==> config.mk <==
export PLATFORM = sky130hd
export DESIGN_NAME = arr_kernel_driver_flat
export DESIGN_NICKNAME = d
export VERILOG_FILES = /design/src/rtl/arr_kernel_driver_if.sv /design/src/rtl/arr_kernel_driver.sv /design/src/flat_wrapper.sv
export SDC_FILE = /design/constraint.sdc
export NUM_CORES = 1
export LEC_CHECK = 0
export CAP_MARGIN = 20
export CORE_AREA = 2 2 208 210
export CTS_BUF_LIST = sky130_fd_sc_hd__clkbuf_8
export DETAILED_ROUTE_END_ITERATION = 12
export DIE_AREA = 0 0 210 212
export GPL_ROUTABILITY_DRIVEN = 0
export PLACE_DENSITY_LB_ADDON = 0.1
export SYNTH_ARGS = -nofsm -noshare
export SYNTH_HDL_FRONTEND = slang
export SYNTH_SLANG_ARGS = --single-unit
==> constraint.sdc <==
create_clock -name clk -period 4.8 [get_ports clk]
set_input_delay 0.72 -clock clk [delete_from_list [all_inputs] [get_ports clk]]
set_output_delay 0.72 -clock clk [all_outputs]
set_load 0.03 [all_outputs]
==> src/rtl/arr_kernel_driver_if.sv <==
// Bus between the array-kernel driver and its surroundings: host load/dump
// streams, job control, and the kernel's controlArr array port.
interface arr_kernel_driver_if #(
  parameter int DATA_W = 64,
  parameter int ADDR_W = 1
);
  logic              go;
  logic [DATA_W-1:0] go_init;
  logic              load_valid;
  logic              load_ready;
  logic [DATA_W-1:0] load_data;
  logic              dump_valid;
  logic              dump_ready;
  logic [DATA_W-1:0] dump_data;
  logic              dump_last;
  logic              done;
  logic              err;
  logic [DATA_W-1:0] result_out;
  logic              busy;
  logic              r_enable;
  logic [DATA_W-1:0] init_i;
  logic              controlArr;
  logic              controlArrWEnable_a;
  logic [ADDR_W-1:0] controlArrAddr_a;
  logic [DATA_W-1:0] controlArrWData_a;
  logic [DATA_W-1:0] controlArrRData_a;
  logic              w_enable;
  logic [DATA_W-1:0] result;

  // The driver is the initiator on both the host and kernel sides.
  modport master (
    input  go, go_init, load_valid, load_data, dump_ready,
           controlArrRData_a, w_enable, result,
    output load_ready, dump_valid, dump_data, dump_last, done, err,
           result_out, busy, r_enable, init_i, controlArr,
           controlArrWEnable_a, controlArrAddr_a, controlArrWData_a
  );

  modport slave (
    output go, go_init, load_valid, load_data, dump_ready,
           controlArrRData_a, w_enable, result,
    input  load_ready, dump_valid, dump_data, dump_last, done, err,
           result_out, busy, r_enable, init_i, controlArr,
           controlArrWEnable_a, controlArrAddr_a, controlArrWData_a
  );
endinterface

==> src/rtl/arr_kernel_driver.sv <==
// Host-side job driver for a kernel with one controlArr array: load the array,
// start the kernel, wait for its result (or time out), then stream the array out.
module arr_kernel_driver #(
  parameter int DATA_W  = 64,
  parameter int ADDR_W  = 1,
  parameter int TIMEOUT = 4096
) (
  input  logic               clk,
  input  logic               rst_n,
  arr_kernel_driver_if.master bus
);
  localparam int DEPTH = 2 ** ADDR_W;
  localparam int TMR_W = $clog2(TIMEOUT);
  localparam logic [ADDR_W-1:0] LAST_ADDR = ADDR_W'(DEPTH - 1);
  localparam logic [TMR_W-1:0]  TMR_LAST  = TMR_W'(TIMEOUT - 1);

  typedef enum logic [2:0] {
    S_IDLE, S_LOAD, S_START, S_RUN, S_RD, S_OUT, S_DONE
  } state_t;

  state_t            r_state, w_state_nxt;
  logic [ADDR_W-1:0] r_addr;
  logic [TMR_W-1:0]  r_timer;
  logic [DATA_W-1:0] r_init;
  logic [DATA_W-1:0] r_result;
  logic [DATA_W-1:0] r_dump_data;
  logic              r_err;
  logic              r_held;
  logic              w_addr_last;
  logic              w_timeout;

  assign w_addr_last = (r_addr == LAST_ADDR);
  assign w_timeout   = (r_timer == TMR_LAST);

  // NOTE: state and datapath registers use non-blocking assignments only, so
  // every flop samples pre-edge values regardless of process ordering.
  always_ff @(posedge clk or negedge rst_n) begin
    if (!rst_n) r_state <= S_IDLE;
    else        r_state <= w_state_nxt;
  end

  // NOTE: every signal driven here gets a default first, so no path can
  // leave one unassigned and infer a latch.
  always_comb begin
    w_state_nxt             = r_state;
    bus.load_ready          = 1'b0;
    bus.controlArr          = 1'b1;
    bus.controlArrWEnable_a = 1'b0;
    bus.controlArrAddr_a    = r_addr;
    bus.controlArrWData_a   = '0;
    bus.r_enable            = 1'b0;
    bus.dump_valid          = 1'b0;
    bus.dump_last           = 1'b0;
    bus.done                = 1'b0;
    unique case (r_state)
      S_IDLE: if (bus.go) w_state_nxt = S_LOAD;
      S_LOAD: begin
        bus.load_ready = 1'b1;
        if (bus.load_valid) begin
          bus.controlArrWEnable_a = 1'b1;
          bus.controlArrWData_a   = bus.load_data;
          if (w_addr_last) w_state_nxt = S_START;
        end
      end
      S_START: begin
        bus.r_enable   = 1'b1;
        bus.controlArr = 1'b0;
        w_state_nxt    = S_RUN;
      end
      S_RUN: begin
        bus.controlArr = 1'b0;
        if (bus.w_enable || w_timeout) w_state_nxt = S_RD;
      end
      S_RD: w_state_nxt = S_OUT;
      S_OUT: begin
        bus.dump_valid = 1'b1;
        bus.dump_last  = w_addr_last;
        if (bus.dump_ready) w_state_nxt = w_addr_last ? S_DONE : S_RD;
      end
      S_DONE: begin
        bus.done    = 1'b1;
        w_state_nxt = S_IDLE;
      end
      default: w_state_nxt = S_IDLE;
    endcase
  end

  always_ff @(posedge clk or negedge rst_n) begin
    if (!rst_n) begin
      r_addr      <= '0;
      r_timer     <= '0;
      r_init      <= '0;
      r_result    <= '0;
      r_dump_data <= '0;
      r_err       <= 1'b0;
      r_held      <= 1'b0;
    end else begin
      unique case (r_state)
        S_IDLE: if (bus.go) begin
          r_init <= bus.go_init;
          r_err  <= 1'b0;
          r_addr <= '0;
        end
        S_LOAD:  if (bus.load_valid) r_addr <= r_addr + ADDR_W'(1);
        S_START: r_timer <= '0;
        S_RUN: begin
          r_timer <= r_timer + TMR_W'(1);
          if (bus.w_enable)   r_result <= bus.result;
          else if (w_timeout) r_err    <= 1'b1;
        end
        S_OUT: begin
          // Read data arrives during the first OUT cycle; freeze it there.
          if (!r_held) begin
            r_dump_data <= bus.controlArrRData_a;
            r_held      <= 1'b1;
          end
          if (bus.dump_ready) begin
            r_held <= 1'b0;
            r_addr <= r_addr + ADDR_W'(1);
          end
        end
        default: ;
      endcase
    end
  end

  assign bus.dump_data  = (r_state == S_OUT && !r_held) ? bus.controlArrRData_a : r_dump_data;
  assign bus.init_i     = r_init;
  assign bus.result_out = r_result;
  assign bus.err        = r_err;
  assign bus.busy       = (r_state != S_IDLE);
endmodule

==> src/flat_wrapper.sv <==
// flat-port wrapper written by rule: the top's interface ports become plain ports
module arr_kernel_driver_flat 
#(
  parameter int DATA_W  = 64,
  parameter int ADDR_W  = 1,
  parameter int TIMEOUT = 4096
)
  (clk, rst_n, bus_go, bus_go_init, bus_load_valid, bus_load_data, bus_dump_ready, bus_controlArrRData_a, bus_w_enable, bus_result, bus_load_ready, bus_dump_valid, bus_dump_data, bus_dump_last, bus_done, bus_err, bus_result_out, bus_busy, bus_r_enable, bus_init_i, bus_controlArr, bus_controlArrWEnable_a, bus_controlArrAddr_a, bus_controlArrWData_a);
  arr_kernel_driver_if #(.DATA_W(DATA_W), .ADDR_W(ADDR_W)) bus_i ();
  input  logic clk;
  input  logic rst_n;
  input wire logic [$bits(bus_i.go)-1:0] bus_go;
  input wire logic [$bits(bus_i.go_init)-1:0] bus_go_init;
  input wire logic [$bits(bus_i.load_valid)-1:0] bus_load_valid;
  input wire logic [$bits(bus_i.load_data)-1:0] bus_load_data;
  input wire logic [$bits(bus_i.dump_ready)-1:0] bus_dump_ready;
  input wire logic [$bits(bus_i.controlArrRData_a)-1:0] bus_controlArrRData_a;
  input wire logic [$bits(bus_i.w_enable)-1:0] bus_w_enable;
  input wire logic [$bits(bus_i.result)-1:0] bus_result;
  output wire logic [$bits(bus_i.load_ready)-1:0] bus_load_ready;
  output wire logic [$bits(bus_i.dump_valid)-1:0] bus_dump_valid;
  output wire logic [$bits(bus_i.dump_data)-1:0] bus_dump_data;
  output wire logic [$bits(bus_i.dump_last)-1:0] bus_dump_last;
  output wire logic [$bits(bus_i.done)-1:0] bus_done;
  output wire logic [$bits(bus_i.err)-1:0] bus_err;
  output wire logic [$bits(bus_i.result_out)-1:0] bus_result_out;
  output wire logic [$bits(bus_i.busy)-1:0] bus_busy;
  output wire logic [$bits(bus_i.r_enable)-1:0] bus_r_enable;
  output wire logic [$bits(bus_i.init_i)-1:0] bus_init_i;
  output wire logic [$bits(bus_i.controlArr)-1:0] bus_controlArr;
  output wire logic [$bits(bus_i.controlArrWEnable_a)-1:0] bus_controlArrWEnable_a;
  output wire logic [$bits(bus_i.controlArrAddr_a)-1:0] bus_controlArrAddr_a;
  output wire logic [$bits(bus_i.controlArrWData_a)-1:0] bus_controlArrWData_a;
  assign bus_i.go = bus_go;
  assign bus_i.go_init = bus_go_init;
  assign bus_i.load_valid = bus_load_valid;
  assign bus_i.load_data = bus_load_data;
  assign bus_i.dump_ready = bus_dump_ready;
  assign bus_i.controlArrRData_a = bus_controlArrRData_a;
  assign bus_i.w_enable = bus_w_enable;
  assign bus_i.result = bus_result;
  assign bus_load_ready = bus_i.load_ready;
  assign bus_dump_valid = bus_i.dump_valid;
  assign bus_dump_data = bus_i.dump_data;
  assign bus_dump_last = bus_i.dump_last;
  assign bus_done = bus_i.done;
  assign bus_err = bus_i.err;
  assign bus_result_out = bus_i.result_out;
  assign bus_busy = bus_i.busy;
  assign bus_r_enable = bus_i.r_enable;
  assign bus_init_i = bus_i.init_i;
  assign bus_controlArr = bus_i.controlArr;
  assign bus_controlArrWEnable_a = bus_i.controlArrWEnable_a;
  assign bus_controlArrAddr_a = bus_i.controlArrAddr_a;
  assign bus_controlArrWData_a = bus_i.controlArrWData_a;
  arr_kernel_driver #(.DATA_W(DATA_W), .ADDR_W(ADDR_W), .TIMEOUT(TIMEOUT)) u_core (.clk(clk), .rst_n(rst_n), .bus(bus_i));
endmodule
# Word-level counts from Yosys, hierarchy flattened
# Cells that the tools add are included.
# word_totals
register_bits	210
out_inout_bits	266
wordCells	67
# op_classes
add_sub_neg	2
n_eq_ne	14
muxes	27
bitwise_logic	1
reduce_logical	15
# op_table
operator	n
two-way mux 64 bit	3
case mux 12 bit (2 select lines)	1
case mux 3 bit (6 select lines)	1
two-way mux 3 bit	5
two-way mux 1 bit	14
adder 12 x 1 -> 12 bit (second input constant)	1
equality test 12 bit (second input constant)	1
equality test 3 bit (second input constant)	3
inequality test 2 bit (second input constant)	4
AND reduction 4 bit	2
equality test 3 x 2 -> 1 bit (second input constant)	2
inequality test 2 x 1 -> 1 bit (second input constant)	3
AND reduction 2 bit	3
nonzero test 3 bit	2
AND reduction 5 bit	1
nonzero test 2 bit	2
equality test 3 x 1 -> 1 bit (second input constant)	1
logical NOT 3 bit	1
case mux 1 bit (3 select lines)	1
two-way mux 2 bit	1
case mux 1 bit (2 select lines)	1
OR reduction 2 bit	1
adder 1 bit (second input constant)	1
logical AND 1 bit	1
other kinds (3)	3

# Logic depth before layout (Yosys ltp)
# Gate-level depths: netlist (run 1).
# logic_depth
ltp_word	4
mapped_depth	6
mapped_depth_nobuf	4

# Least setup slack after synthesis (run 1)
# No wires, ideal clock.
# synth_timing
path_type	register to output
from	reg u_core.r_state[1]
to	out bus_r_enable
arrival_time_ps	1686
t_required_ps	4080
path_slack_ps	2394
stages_incl_launch_ff	6
cell_sequence	dfrtp_1 -> nor2b_1 -> buf_2 -> clkinv_1 -> clkbuf_1 -> nor2_1
# synth_between
elab_chain_len	2
# synth_rtl
element	line_no	rtl
from (decl)	arr_kernel_driver.sv:21	state_t r_state, w_state_nxt;
from (signal assigned)	arr_kernel_driver.sv:39	else r_state <= w_state_nxt;
equality test 3 x 2 -> 1 bit	arr_kernel_driver.sv:55	unique case (r_state)
two-way mux 1 bit	arr_kernel_driver.sv:55	
to (decl)	flat_wrapper.sv:28	output wire logic [$bits(bus_i.r_enable)-1:0] bus_r_enable;
# No other way between the ends.

# Final worst setup path (run 1)
# layout_timing
from	reg u_core.r_state[2]
to	out bus_dump_data[43]
# layout_between
elab_chain_len	3
# layout_rtl
element	line_no	rtl
equality test 3 bit	arr_kernel_driver.sv:127	assign bus.dump_data = (r_state == S_OUT && !r_held) ? bus.controlArrRData_a : r_dump_data;
logical AND 1 bit	arr_kernel_driver.sv:127	
two-way mux 64 bit	arr_kernel_driver.sv:127	
to (decl)	flat_wrapper.sv:22	output wire logic [$bits(bus_i.dump_data)-1:0] bus_dump_data;
# No other way between the ends.

==> results of run 1 <==
## area by class of cell
class	count	area, µm²	area share
inverter	5	18.8	0.00122
clock inverter	18	97.6	0.00635
tap	546	683	0.0444
multi-input combinational	356	3210	0.209
timing repair buffer	536	5370	0.349
antenna	1	2.50	0.000163
sequential	210	5260	0.342
clock buffer	53	729	0.0475
## worst reg2reg max path: cells and delay by family, from the launching register on
kind             cells  cell delay, ps
multiplexers         1             660
AND/OR/NAND/NOR      2            1500
flip-flops           1             640
## how the worst min path moves through the flow
stage                                    start  slack (ps)                     endpoint  cells past startpoint
after global placement    u_core.bus.init_i[5]         470         u_core.bus.init_i[5]                      1
after global routing                     rst_n         250         u_core.bus.init_i[0]                      1
after floorplan                          rst_n         420  u_core.bus.controlArrAddr_a                      0
after detailed placement  u_core.bus.init_i[5]         470         u_core.bus.init_i[5]                      1
final                                    rst_n         230        u_core.bus.init_i[18]                      1
after CTS                                rst_n         230        u_core.bus.init_i[19]                      1
## per-layer routing
layer	routed length, µm	vias up
li1	-	3269
met4	560	2
met1	11600	3466
met2	17000	340
met3	2950	39
met5	17	-
## cells in the final DEF, fill, tap and decap left out, types with 2 or more instances in the layout
| master | instances |
|---|---|
| a21oi_1 | 5 |
| a221o_1 | 2 |
| a31o_2 | 2 |
| and3_1 | 67 |
| and4_1 | 4 |
| buf_12 | 2 |
| buf_4 | 7 |
| clkbuf_8 | 54 |
| clkdlybuf4s50_1 | 526 |
| dfrtp_1 | 210 |
| inv_1 | 19 |
| mux2_1 | 9 |
| mux2_2 | 184 |
| mux2i_1 | 2 |
| nand2_1 | 22 |
| nand2b_1 | 4 |
| nand3_1 | 7 |
| nand3b_1 | 3 |
| nand4_1 | 3 |
| nor2_1 | 7 |
| nor2b_1 | 5 |
| nor3b_1 | 2 |
| o21ai_0 | 4 |
| o22ai_1 | 2 |
| o311ai_0 | 3 |
## power by group through the flow
stage	sequential, mW	clock [mW]	combinational [mW]
2_1_floorplan	4.12	0	2.51
3_3_place_gp	3.03	0	6.33
3_5_place_dp	3.07	0	6.31
4_1_cts	3.04	1.92	6.33
5_1_grt	3.15	1.99	6.54
6_report	3.03	1.82	6.23
## state kept, by name, indices dropped and copies added, names as in the netlist
register / cells
u_core.bus.init_i: 64
u_core.bus.result_out: 64
u_core.r_dump_data: 64
u_core.r_timer: 12
u_core.r_state: 3
u_core.bus.controlArrAddr_a: 1
u_core.bus.err: 1
u_core.r_held: 1
## metrics by stage
stage	util	power [mW]	setup WS (ps)
3_3_place_gp	0.342	9.36	1100
5_1_grt	0.362	11.7	556
6_report	0.362	11.1	807
2_1_floorplan	-	6.63	2390
3_5_place_dp	0.342	9.38	1090
4_1_cts	0.362	11.3	623
## kinds of logic (layout without fill, tap and decap cells)
group | count (synthesis) | in the layout | share of synthesized area
fa+ha+maj | 1 | 1 | 0.00143
other cells | 0 | 1 | 0
compound gates | 25 | 25 | 0.0205
mux | 195 | 195 | 0.251
flops | 210 | 210 | 0.602
buf+inv | 46 | 612 | 0.0303
simple gates | 135 | 135 | 0.0942
==> run_results.csv, run 1 <==
group,metric,value,unit
logic_synthesis,synth_cell_types,45,
timing,timing.final.crit_share,0.832,
critical_path,crit_chain,"nand3b_4 -> nor2_4 -> buf_4 -> mux2_2 -> clkdlybuf4s50_1",
die,num_rows,76,
global_route,met2_usage,0.261,
global_route,track_usage,0.139,
clocking,clkLatencyLatePin,550,ps
timing,clock.fmax,250,MHz
timing,finalHoldWorstSlack,226,ps
logic_synthesis,synth_ff_type,"dfrtp_1",
route,detail_route.wl_per_cell,18.6,µm
critical_path,critPathMaxFanout,18,
logic_synthesis,synth_seq_cells,210,
logic_synthesis,synth_edf_count,0,
route,antenna_left,0,
critical_path,r2r-start,"u_core.r_state[1]",
clocking,hold_buffers,0,
status,status,"finished clean",
route,drt-total-wl,32100,µm
final_layout,final_nets,1414,
route,via_count,7116,
final_layout,final_layout_size_suffix_gt1_frac,0.220,
critical_path,reg2reg_depth,3,
timing,finalSetupTns,0,ps
place,dp.cells,1653,
clocking,clk_pin_slew,60,ps
final_layout,design_area,15400,µm²
min_path,hp-class,"in2async",
critical_path,cp.arrival,3270,ps
critical_path,crit_path_start,"u_core.r_state[2]",
die,die_h,212,µm
clocking,post_cts_resized,0,
clocking,post_cts_buffers,0,
logic_synthesis,syn_avg_cell_area,14.3,µm²
critical_path,r2r_end,"u_core.bus.result_out[16]",
critical_path,critical_path_required,4080,ps
final_layout,fin_cells,1725,
clocking,cts_sinks,210,
global_route,busiest_layer,"met2",
critical_path,cp-endpoint,"bus_dump_data[43]",
die,core,42500,µm²
power,power_frac_clock,0.164,
place,dpl.hpwl,24000,µm
logic_synthesis,syn-instance-count,612,
global_route,met1_usage,0.145,
critical_path,critPathSlowestCell,"dfrtp_1",
timing,worstMarginPinSlew,999,ps
timing,setup_viol,0,
die,start_util,0.205,
power,leakagePower,6.51,nW
route,post-route-drc-count,0,
global_route,use_met3,0.0505,
logic_synthesis,synth_top_area_frac,0.602,
critical_path,cp_num_buf_inv,2,
logic_synthesis,synth_area,8730,µm²
global_route,grt_pass1_wl,46800,µm
critical_path,path_depth,5,
route,dr.pass1.iters,4,
critical_path,worst_path_largest_cell_delay,660,ps
place,dpl_cell_area,14500,µm²
place,port_buffers,527,
critical_path,endpoint_kind,"output port",
power,switching_share,0.416,
clocking,root_buffer,"clkbuf_8",
timing,drv_slew,0,
global_route,antenna_found_initial,1,
clocking,cts_tree,"done",
logic_synthesis,yosysMostFrequentCell,"dfrtp_1",
timing,rsz0062_at_grt,"no",
power,powerDensity,720,nW/µm²
power,p_sw,4.61,mW
clocking,htreeDepth,2,
logic_synthesis,synth_area_leaders,"dfrtp_1 60%, mux2_2 24%, and3_1 4.8%",
critical_path,crit_type,"reg2out",
power,pwr-share-comb,0.562,
die,die_w,210,µm
clocking,cts_buffers,42,
power,vdd_ir_drop_max,0.000313,V
power,seqPwrFrac,0.273,
critical_path,r2r_setup_slack,1860,ps
timing,relSlewSlack,0.334,
clocking,cts_buffer_depth,3,
timing,min_period,3990,ps
global_route,grt-ovfl-total,0,
global_route,grt_pass1_vias,7561,
logic_synthesis,yosysTopAreaCell,"dfrtp_1",
timing,finClkSkew,29.5,ps
final_layout,area_growth,76.2,%
global_route,grt_max_degree,89,
logic_synthesis,syn_nets,875,
route,viasPerCell,4.13,
critical_path,crit_family,"buffers and inverters",
power,internal_power,6.47,mW
logic_synthesis,ys_async_sr_fraction,1.00,
logic_synthesis,yosys-top-cells-count,"210 x dfrtp_1, 184 x mux2_2, 67 x and3_1, 22 x nand2_1, 15 x buf_2",
route,drt_iter0_markers,224,
final_layout,nFillCells,4182,
logic_synthesis,ys_seq_area_frac,0.602,
job,maxCapViolCount,0,
die,dieArea,44500,µm²
logic_synthesis,ys_warn_count,0,
die,ios,528,
timing,finalHoldViolations,0,
critical_path,critPathLaunchType,"flip-flop",
(Power assumes the default switching activity.)
==> run 2: changes to the inputs <==
- CORE_AREA: 2 2 208 210 -> 2 2 204 206
- DIE_AREA: 0 0 210 212 -> 0 0 206 208
- clock period: 4.8 -> 3.53 ns (I/O delays scaled with it)
==> run 2 against run 1 <==
Compared with the run above:
- sequential power grew 35%
- worst setup slack lost 620 ps
- utilization grew 2.1 points
- die area shrank 3.8%
- clock power grew 27%
- design area grew 0.99%
- non-clock buffer count grew 7
- wire length grew 1.9%
- combinational power grew 39%
- worst hold slack gained 260 ps
- clock skew shrank 18 ps
- critical path type unchanged
- largest power group unchanged
- highest routed layer is now met4
==> run_results.csv, run 2 (synthesis gave the netlist of run 1 again) <==
group,metric,value,unit
job,maxCapViolCount,0,
power,leakagePower,6.61,nW
timing,finalHoldViolations,0,
final_layout,area_growth,77.9,%
clocking,post_cts_buffers,0,
die,start_util,0.215,
clocking,root_buffer,"clkbuf_8",
global_route,grt-ovfl-total,0,
min_path,hp-class,"reg2reg",
critical_path,critical_path_required,3000,ps
route,viasPerCell,4.16,
final_layout,final_layout_size_suffix_gt1_frac,0.228,
die,num_rows,74,
global_route,track_usage,0.148,
route,post-route-drc-count,0,
global_route,grt_max_degree,86,
timing,worstMarginPinSlew,750,ps
global_route,antenna_found_initial,2,
critical_path,path_depth,6,
timing,timing.final.crit_share,0.948,
critical_path,crit_type,"reg2out",
timing,min_period,3350,ps
route,detail_route.wl_per_cell,19.0,µm
critical_path,reg2reg_depth,6,
clocking,cts_sinks,210,
route,drt_iter0_markers,196,
critical_path,critPathMaxFanout,66,
place,dpl.hpwl,24600,µm
final_layout,final_util,0.383,
die,ios,528,
global_route,met1_usage,0.156,
die,die_h,208,µm
clocking,clk_pin_slew,50,ps
critical_path,cp_num_buf_inv,4,
final_layout,layout_commonest_cell,"clkdlybuf4s50_1",
critical_path,cp.arrival,2820,ps
route,via_count,7153,
timing,finClkSkew,11.9,ps
timing,relSlewSlack,0.500,
route,drt-total-wl,32800,µm
critical_path,crit_chain,"buf_4 -> inv_2 -> nor3_4 -> buf_12 -> and3_1 -> clkdlybuf4s50_1",
clocking,cts_buffer_depth,3,
route,dr.pass1.iters,4,
power,vdd_ir_drop_max,0.000335,V
timing,rsz0062_at_grt,"no",
critical_path,endpoint_kind,"output port",
status,status,"finished clean",
die,die_w,206,µm
timing,drv_slew,0,
timing,finalSetupTns,0,ps
critical_path,critPathLaunchType,"flip-flop",
clocking,htreeDepth,2,
place,port_buffers,527,
critical_path,worst_path_largest_cell_delay,680,ps
power,power,15.1,mW
timing,setup_viol,0,
global_route,use_met3,0.0481,
route,antenna_left,0,
global_route,grt_pass1_vias,7658,
global_route,met2_usage,0.265,
timing,worst_slack,184,ps
final_layout,mostFrequentLayoutCells,"516 x clkdlybuf4s50_1, 210 x dfrtp_1, 184 x mux2_2",
critical_path,critPathSlowestCell,"clkdlybuf4s50_1",
die,core,40600,µm²
power,powerDensity,972,nW/µm²
final_layout,final_nets,1420,
clocking,cts_tree,"done",
place,place_ws,761,ps
die,dieArea,42800,µm²
global_route,busiest_layer,"met2",
clocking,cts_buffers,41,
min_path,hold_depth,1,
global_route,grt_pass1_wl,47500,µm
clocking,clkLatencyLatePin,570,ps
timing,clock.fmax,299,MHz
critical_path,crit_family,"buffers and inverters",
final_layout,nFillCells,4021,
-- run 2: what timing repair did --
item,in CTS,in global routing
resized for setup,0,0
hold endpoints to repair,5,0
hold buffers,1,0
-- run 2: path summary, 6_finish.rpt --
check / from / to / slack, ps
max: u_core.r_state[0] / bus_controlArrWData_a[33] / 180
min: u_core.bus.init_i[7] / u_core.bus.init_i[7] / 480
max reg2reg: u_core.r_state[2] / u_core.bus.result_out[60] / 1370
min reg2reg: u_core.bus.init_i[7] / u_core.bus.init_i[7] / 480
max in group asynchronous: rst_n / u_core.bus.result_out[27] / 2040
min in group asynchronous: rst_n / u_core.bus.init_i[55] / 550
-- run 2: area by class of cell --
type	instances	area, µm²	area share
repair buffers	543	5600	0.361
flip-flops and latches	210	5260	0.338
multi-input cells	356	3210	0.207
well taps	532	666	0.0429
clock buffers	48	661	0.0426
clock inverters	25	104	0.00669
inverters	5	18.8	0.00121
diodes	2	5.00	0.000322
-- run 2: layer usage --
| metal | routed length (µm) | vias up |
|---|---|---|
| met4 | 1080 | 0 |
| met5 | 0 | - |
| li1 | - | 3292 |
| met1 | 12000 | 3451 |
| met3 | 2970 | 64 |
| met2 | 16700 | 346 |
-- run 2: power by group --
part	total [mW]	switching [mW]	internal (mW)
Combinational	8.68	4.78	3.90
Clock	2.31	1.08	1.23
Sequential	4.10	0.504	3.59
Total	15.1	6.36	8.73
-- run 2: through the flow --
| step | area, µm² | cells | hold WS [ps] |
|---|---|---|---|
| 2_1_floorplan | 8730 | 612 | 234 |
| 3_3_place_gp | 14700 | 1645 | 466 |
| 3_5_place_dp | 14700 | 1645 | 469 |
| 4_1_cts | 15500 | 1719 | 486 |
| 5_1_grt | 15500 | 1721 | 493 |
| 6_report | 15500 | 1721 | 481 |
